**config.mk**
```make
export PLATFORM = sky130hd
export DESIGN_NAME = button_event_parser
export DESIGN_NICKNAME = d
export VERILOG_FILES = /design/src/rtl/button_event_parser.sv
export SDC_FILE = /design/constraint.sdc
export NUM_CORES = 1
export LEC_CHECK = 0
export BUFFER_PORTS_ARGS = -buffer_cell sky130_fd_sc_hd__buf_2
export CELL_PAD_IN_SITES_DETAIL_PLACEMENT = 1
export CELL_PAD_IN_SITES_GLOBAL_PLACEMENT = 1
export CORE_UTILIZATION = 43
export CTS_CLUSTER_DIAMETER = 150
export DETAILED_ROUTE_END_ITERATION = 8
export GPL_TIMING_DRIVEN = 0
export PLACE_DENSITY = 0.75
export SYNTH_ARGS = -nofsm -noshare
export SYNTH_HDL_FRONTEND = slang
export SYNTH_SLANG_ARGS = --single-unit
export TNS_END_PERCENT = 20
```
**constraint.sdc**
```tcl
create_clock -name clk -period 3.1 [get_ports clk]
set_input_delay 0.62 -clock clk [delete_from_list [all_inputs] [get_ports clk]]
set_output_delay 0.62 -clock clk [all_outputs]
set_load 0.02 [all_outputs]
```
**src/rtl/button_event_parser.sv**
```systemverilog
// Multi-channel button front end: synchronise, debounce press/release, and emit
// press / release / long-press pulses. Optional auto-repeat: BUTTON_AUTOREPEAT_EN.
module button_event_parser #(
  parameter int WIDTH          = 4,
  parameter int SYNC_STAGES    = 2,
  parameter int SAMPLE_CNT_MAX = 37500,
  parameter int PULSE_CNT_MAX  = 200,
  parameter int LONG_CNT_MAX   = 2000,
  parameter int REPEAT_CNT_MAX = 200
) (
  input  logic             clk,
  input  logic             rst,
  input  logic [WIDTH-1:0] in,
  output logic [WIDTH-1:0] level,
  output logic [WIDTH-1:0] pressed,
  output logic [WIDTH-1:0] released,
  output logic [WIDTH-1:0] long_press
);

  localparam int SAMPLE_W = (SAMPLE_CNT_MAX > 1) ? $clog2(SAMPLE_CNT_MAX) : 1;
  localparam logic [SAMPLE_W-1:0] SAMPLE_LAST = SAMPLE_W'(SAMPLE_CNT_MAX - 1);

  localparam int CNT_MAX_PL = (PULSE_CNT_MAX > LONG_CNT_MAX) ? PULSE_CNT_MAX : LONG_CNT_MAX;
  localparam int CNT_MAX    = (CNT_MAX_PL > REPEAT_CNT_MAX) ? CNT_MAX_PL : REPEAT_CNT_MAX;
  localparam int CNT_W      = $clog2(CNT_MAX + 1);

  localparam logic [CNT_W-1:0] CNT_ZERO   = '0;
  localparam logic [CNT_W-1:0] CNT_ONE    = CNT_W'(1);
  localparam logic [CNT_W-1:0] PULSE_LAST = CNT_W'(PULSE_CNT_MAX - 1);
  localparam logic [CNT_W-1:0] LONG_LAST  = CNT_W'(LONG_CNT_MAX - 1);
`ifdef BUTTON_AUTOREPEAT_EN
  localparam logic [CNT_W-1:0] REPEAT_LAST = CNT_W'(REPEAT_CNT_MAX - 1);
`endif

  typedef enum logic [1:0] {
    ST_IDLE,
    ST_HELD,
    ST_REL_DB
  } state_t;

  // Shared sample timebase; tick qualifies every per-channel state update.
  logic [SAMPLE_W-1:0] sample_cnt_reg;
  logic                tick;

  assign tick = (sample_cnt_reg == SAMPLE_LAST);

  always_ff @(posedge clk or posedge rst) begin
    if (rst) begin
      sample_cnt_reg <= '0;
    end else if (tick) begin
      sample_cnt_reg <= '0;
    end else begin
      sample_cnt_reg <= sample_cnt_reg + SAMPLE_W'(1);
    end
  end

  genvar gi;
  generate
    for (gi = 0; gi < WIDTH; gi++) begin : g_chan
      logic [SYNC_STAGES-1:0] sync_reg;
      logic                   s;
      state_t                 state_reg;
      logic [CNT_W-1:0]       cnt_reg;
      logic                   long_done_reg;
      logic                   level_reg;
      logic                   pressed_reg;
      logic                   released_reg;
      logic                   long_reg;

      always_ff @(posedge clk or posedge rst) begin
        if (rst) begin
          sync_reg <= '0;
        end else begin
          sync_reg <= {sync_reg[SYNC_STAGES-2:0], in[gi]};
        end
      end

      assign s = sync_reg[SYNC_STAGES-1];

      always_ff @(posedge clk or posedge rst) begin
        if (rst) begin
          state_reg     <= ST_IDLE;
          cnt_reg       <= CNT_ZERO;
          long_done_reg <= 1'b0;
          level_reg     <= 1'b0;
          pressed_reg   <= 1'b0;
          released_reg  <= 1'b0;
          long_reg      <= 1'b0;
        end else begin
          pressed_reg  <= 1'b0;
          released_reg <= 1'b0;
          long_reg     <= 1'b0;
          if (tick) begin
            case (state_reg)
              ST_IDLE: begin
                if (s) begin
                  if (cnt_reg == PULSE_LAST) begin
                    state_reg     <= ST_HELD;
                    cnt_reg       <= CNT_ZERO;
                    long_done_reg <= 1'b0;
                    level_reg     <= 1'b1;
                    pressed_reg   <= 1'b1;
                  end else begin
                    cnt_reg <= cnt_reg + CNT_ONE;
                  end
                end else begin
                  cnt_reg <= CNT_ZERO;
                end
              end

              ST_HELD: begin
                if (!s) begin
                  // A single-sample debounce has nothing left to confirm.
                  if (PULSE_CNT_MAX == 1) begin
                    state_reg    <= ST_IDLE;
                    cnt_reg      <= CNT_ZERO;
                    level_reg    <= 1'b0;
                    released_reg <= 1'b1;
                  end else begin
                    state_reg <= ST_REL_DB;
                    cnt_reg   <= CNT_ONE;
                  end
                end else if (!long_done_reg) begin
                  if (cnt_reg == LONG_LAST) begin
                    long_reg      <= 1'b1;
                    long_done_reg <= 1'b1;
                    cnt_reg       <= CNT_ZERO;
                  end else begin
                    cnt_reg <= cnt_reg + CNT_ONE;
                  end
                end
`ifdef BUTTON_AUTOREPEAT_EN
                else begin
                  if (cnt_reg == REPEAT_LAST) begin
                    pressed_reg <= 1'b1;
                    cnt_reg     <= CNT_ZERO;
                  end else begin
                    cnt_reg <= cnt_reg + CNT_ONE;
                  end
                end
`endif
              end

              ST_REL_DB: begin
                if (!s) begin
                  if (cnt_reg == PULSE_LAST) begin
                    state_reg    <= ST_IDLE;
                    cnt_reg      <= CNT_ZERO;
                    level_reg    <= 1'b0;
                    released_reg <= 1'b1;
                  end else begin
                    cnt_reg <= cnt_reg + CNT_ONE;
                  end
                end else begin
                  // Glitch: long_done survives so one press yields one long_press.
                  state_reg <= ST_HELD;
                  cnt_reg   <= CNT_ZERO;
                end
              end

              default: begin
                state_reg <= ST_IDLE;
                cnt_reg   <= CNT_ZERO;
              end
            endcase
          end
        end
      end

      assign level[gi]      = level_reg;
      assign pressed[gi]    = pressed_reg;
      assign released[gi]   = released_reg;
      assign long_press[gi] = long_reg;
    end
  endgenerate

endmodule

```
# [Word level (Yosys, flattened, before mapping)]
# Cells that the tools add are included.
[word_totals] reg_bits=96 in_bits=6 output_inout_bits=16 elab_cells=252
[op_classes] add_sub_neg=5 n_eq_ne=49 n_mux=137 n_reduce_logical=28
[op_table] operator="2-to-1 mux 11 bit" n=24
[op_table] operator="case mux 11 bit (3 select lines)" n=4
[op_table] operator="2-to-1 mux 1 bit" n=76
[op_table] operator="inequality test 2 bit, second input constant" n=24
[op_table] operator="adder 11 x 1 -> 11 bit, second input constant" n=4
[op_table] operator="equality test 11 bit, second input constant" n=4
[op_table] operator="equality test 11 x 8 -> 1 bit, second input constant" n=4
[op_table] operator="2-to-1 mux 2 bit" n=20
[op_table] operator="AND reduction 5 bit" n=8
[op_table] operator="inequality test 3 bit, second input constant" n=8
[op_table] operator="case mux 2 bit (3 select lines)" n=4
[op_table] operator="AND reduction 6 bit" n=4
[op_table] operator="adder 16 x 1 -> 16 bit, second input constant" n=1
[op_table] operator="equality test 16 bit, second input constant" n=1
[op_table] operator="2-to-1 mux 16 bit" n=1
[op_table] operator="case mux 1 bit (2 select lines)" n=8
[op_table] operator="nonzero test 2 bit" n=8
[op_table] operator="equality test 2 x 1 -> 1 bit, second input constant" n=4
[op_table] operator="equality test 2 bit, second input constant" n=4
[op_table] operator="logical NOT 2 bit" n=4
[op_table] operator="AND reduction 2 bit" n=4

# [Logic depth before layout (Yosys ltp)]
[depth] word_depth=6 depth_mapped=8 ltp_nobuf=6

# [Least setup slack after synthesis]
# Ideal clock, no wire load.
[synth_timing] kind="flip-flop to flip-flop" startpoint="register sample_cnt_reg[8]" endpoint="register g_chan[2].cnt_reg[3]" setup_time_ps=76 arrival_ps=2322 t_required_ps=3024 path_slack_ps=702 stages_incl_launch_ff=7 n_path_buf=1 cell_sequence="dfrtp_1 > or4b_4 > or4_1 > buf_2 > a2111o_1 > or3_1 > o21ai_1"
[synth_between] elab_chain_len=2
[synth_lines] item="start: declaration" line_no="42" source="logic [SAMPLE_W-1:0] sample_cnt_reg;"
[synth_lines] item="start signal: assignment" line_no="53" source="sample_cnt_reg <= sample_cnt_reg + SAMPLE_W'(1);"
[synth_lines] item="equality test 16 bit" line_no="45" source="assign tick = (sample_cnt_reg == SAMPLE_LAST);"
[synth_lines] item="AND reduction 2 bit (no line)"
[synth_lines] item="end signal: assignment" line_no="104" source="cnt_reg <= cnt_reg + CNT_ONE;"
[synth_lines] item="end signal: assignment" line_no="129" source="cnt_reg <= cnt_reg + CNT_ONE;"
[synth_lines] item="end signal: assignment" line_no="152" source="cnt_reg <= cnt_reg + CNT_ONE;"
[synth_lines] item="end: declaration" line_no="63" source="logic [CNT_W-1:0] cnt_reg;"
# No other way between the ends.
# A chain may end at the register's enable or synchronous reset.

# [Worst setup path in the final report]
[layout_timing] startpoint="register sample_cnt_reg[8]" endpoint="register g_chan[3].state_reg[0]"
[layout_between] elab_chain_len=2
[layout_lines] item="equality test 16 bit" line_no="45"
[layout_lines] item="AND reduction 5 bit (no line)"
[layout_lines] item="end signal: assignment" line_no="82" source="state_reg <= ST_IDLE;"
[layout_lines] item="end signal: assignment" line_no="98" source="state_reg <= ST_HELD;"
[layout_lines] item="end signal: assignment" line_no="115" source="state_reg <= ST_IDLE;"
[layout_lines] item="end: declaration" line_no="62" source="state_t state_reg;"
# No other way between the ends.

==> flow_metrics.py <==
metrics = {
    "placement": {
        "port_buffers": 21,
        "dp_slack_ps": 72.4,
        "place_congestion": 0.872,
        "dp_hpwl_um": 9320,
    },
    "route": {
        "drt_iter0_drc": 239,
        "detail-route-antenna-nets": 0,
        "totalWireLength_um": 12800,
        "num_vias": 4460,
        "wl_per_cell_um": 17.3,
        "dr.pass1.iters": 6,
        "vias_per_cell": 6.00,
        "drc": 6,
    },
    "power": {
        "powerDensity_nw_per_um2": 419,
        "power_w": 0.00241,
        "leakagePower_nw": 2.43,
        "irDropWorstVdd_mv": 0.264,
    },
    "sta": {
        "final-setup-viol-count": 0,
        "min_period_ps": 2850,
        "skew_ps": 6.07,
        "timing.setup.tns_ps": 0,
        "tightest_slew_ps": 805,
        "relSlewSlack_pct": 46.4,
        "fin_crit_sh_pct": 91.8,
        "setup_ws_ps": 254,
        "hold_violations": 0,
        "max_freq_mhz": 351,
        "rsz0062_at_grt": "false",
        "timing.final.max_slew_violations": 0,
    },
    "global_route": {
        "grt_pass1_vias": 4754,
        "grt_antenna_before_repair": 0,
        "globalRouteOverflowTotal": 0,
        "track_usage_pct": 22.9,
        "grt_max_degree": 41,
        "grt_pass1_wl_um": 23000,
    },
    "flow_run": {
        "drv_cap": 0,
    },
    "logic_synthesis": {
        "yosys.cell_types.count": 57,
        "netlist_area_um2": 5120,
        "syn_avg_cell_area_um2": 9.14,
        "ys_seq_area_share_pct": 46.9,
        "yosysWarnings": 0,
        "async_flop_share_pct": 100,
        "ys.flop_type": "dfrtp_1",
        "syn_inst": 561,
        "synth_fp_nets": 572,
        "synth_edf_count": 0,
        "ys_seq_elements": 96,
    },
    "run_status": {
        "violations": "design-rule violations",
        "status": "finished with violations",
    },
    "critical_path": {
        "crit_path_end_kind": "register",
        "path_class": "reg2reg",
        "critical_path.cell_chain": "or4b_4, nor4_2, clkbuf_2, clkbuf_1, o21ai_0, a21oi_1",
        "path_buf_inv": 2,
        "crit_path_start_kind": "register",
        "cp.required_ps": 3370,
        "crit_slowest_cell": "or4b_4",
        "cp_top_family": "simple AND/OR/NAND/NOR gates",
        "arrival_ps": 3120,
        "slowest_delay_ps": 590,
        "critPathMaxFanout": 10,
    },
    "floorplan": {
        "coreArea_um2": 11500,
        "dieArea_um2": 12400,
        "start_util_pct": 44.5,
        "row_count": 39,
        "die_h_um": 111,
        "num_io_pins": 22,
        "die_x_um": 111,
    },
    "cells_and_area": {
        "mostFrequentLayoutCell": "dfrtp_1",
        "drive_gt1_share_pct": 10.5,
        "antennaDiodeCount": 0,
        "areaGrowthSynthToFinish_pct": 12.0,
        "layout_common_cells": "96 x dfrtp_1, 52 x nand2_1, 51 x o21ai_0, 43 x nand3_1, 33 x a21oi_1",
        "fin_nets": 606,
        "largest_reg_flops": 44,
    },
    "clock_network": {
        "clkLatencyLatePin_ps": 350,
        "root_buffer": "clkbuf_16",
        "h-tree-depth": 3,
        "cts.sinks": 96,
        "cts_buffers": 9,
        "post-cts-setup-buffers": 0,
        "clk_path_buf_depth": 2,
        "cts_tree": "built",
        "clkTransAtPathRegs_ps": 60,
    },
    "min_path": {
        "min_path_type": "in2async",
    },
}
==> per-stage QoR <==
step           hold WS, ps  area, µm²  util, %  instances
5_1_grt                361       5740     49.8        743
6_report               332       5740     49.8        743
3_5_place_dp           338       5450     47.3        727
4_1_cts                343       5740     49.8        743
3_3_place_gp           333       5410     47.0        725
2_1_floorplan          331       5130        -        561
==> Yosys cell counts, types with 11 or more instances <==
library cell / number / area, µm²
buf_4: 16 / 120
o21ai_0: 51 / 255
dfrtp_1: 96 / 2400
nor3_1: 24 / 120
clkbuf_1: 11 / 41.3
nand4_1: 12 / 75.1
nor2_1: 29 / 109
and3_1: 11 / 68.8
a21oi_1: 33 / 165
nand2_1: 52 / 195
inv_1: 20 / 75.1
nand2b_1: 11 / 68.8
a211oi_1: 11 / 82.6
or4_1: 11 / 82.6
or3_1: 14 / 87.6
nand3_1: 43 / 215
==> repair_timing <==
item                       4_1_cts  5_1_grt
resized for setup                0        2
hold buffers                     0        0
setup endpoints to repair        0        4
==> worst paths after layout <==
path | endpoint | slack, ps | cells past startpoint | start
setup / recovery | g_chan[3].state_reg[0]$_DFFE_PP0P_ | 250 | 6 | sample_cnt_reg[8]$_DFF_PP0_
hold / removal | g_chan[0].cnt_reg[8]$_DFFE_PP0P_ | 330 | 2 | rst
setup reg to reg | g_chan[3].state_reg[0]$_DFFE_PP0P_ | 250 | 6 | sample_cnt_reg[8]$_DFF_PP0_
hold reg to reg | g_chan[0].sync_reg[1]$_DFF_PP0_ | 350 | 0 | g_chan[0].sync_reg[0]$_DFF_PP0_
max in group asynchronous | g_chan[2].cnt_reg[7]$_DFFE_PP0P_ | 1940 | 4 | rst
min in group clk | g_chan[0].sync_reg[1]$_DFF_PP0_ | 350 | 0 | g_chan[0].sync_reg[0]$_DFF_PP0_
==> routing by layer <==
| layer | vias up | wire, µm | global-route usage [%] |
|---|---|---|---|
| met5 | - | 0 | 0 |
| met4 | 0 | 159 | 8.11 |
| met3 | 16 | 341 | 4.54 |
| met2 | 63 | 6370 | 38.8 |
| met1 | 2255 | 5950 | 29.2 |
| li1 | 2126 | - | - |
==> report_power, final <==
part	switching, W	internal [W]	leakage (nW)
combinational	0.0000487	0.0000205	0.986
clock	0.000465	0.000609	0.139
sequential	0.00000547	0.00126	1.31
==> cell type report <==
| type | instances | area, µm² |
|---|---|---|
| Timing Repair Buffer | 23 | 145 |
| Fill cell | 1349 | 5780 |
| Inverter | 20 | 78.8 |
| Buffer | 29 | 171 |
| Clock buffer | 14 | 274 |
| Tap cell | 143 | 179 |
| Sequential cell | 96 | 2400 |
| Multi-Input combinational cell | 416 | 2480 |
| Clock inverter | 2 | 12.5 |
==> cell families after synthesis <==
logic type	after synthesis	synth area share, %
AOI/OAI and AO/OA	146	17.7
xor gates and xnor gates	14	2.39
adders and majority gates	5	1.22
buffers and inverters	49	4.79
DFF	96	46.9
muxes	8	1.59
and+or+nand+nor	243	25.5
(Power assumes the default switching activity.)
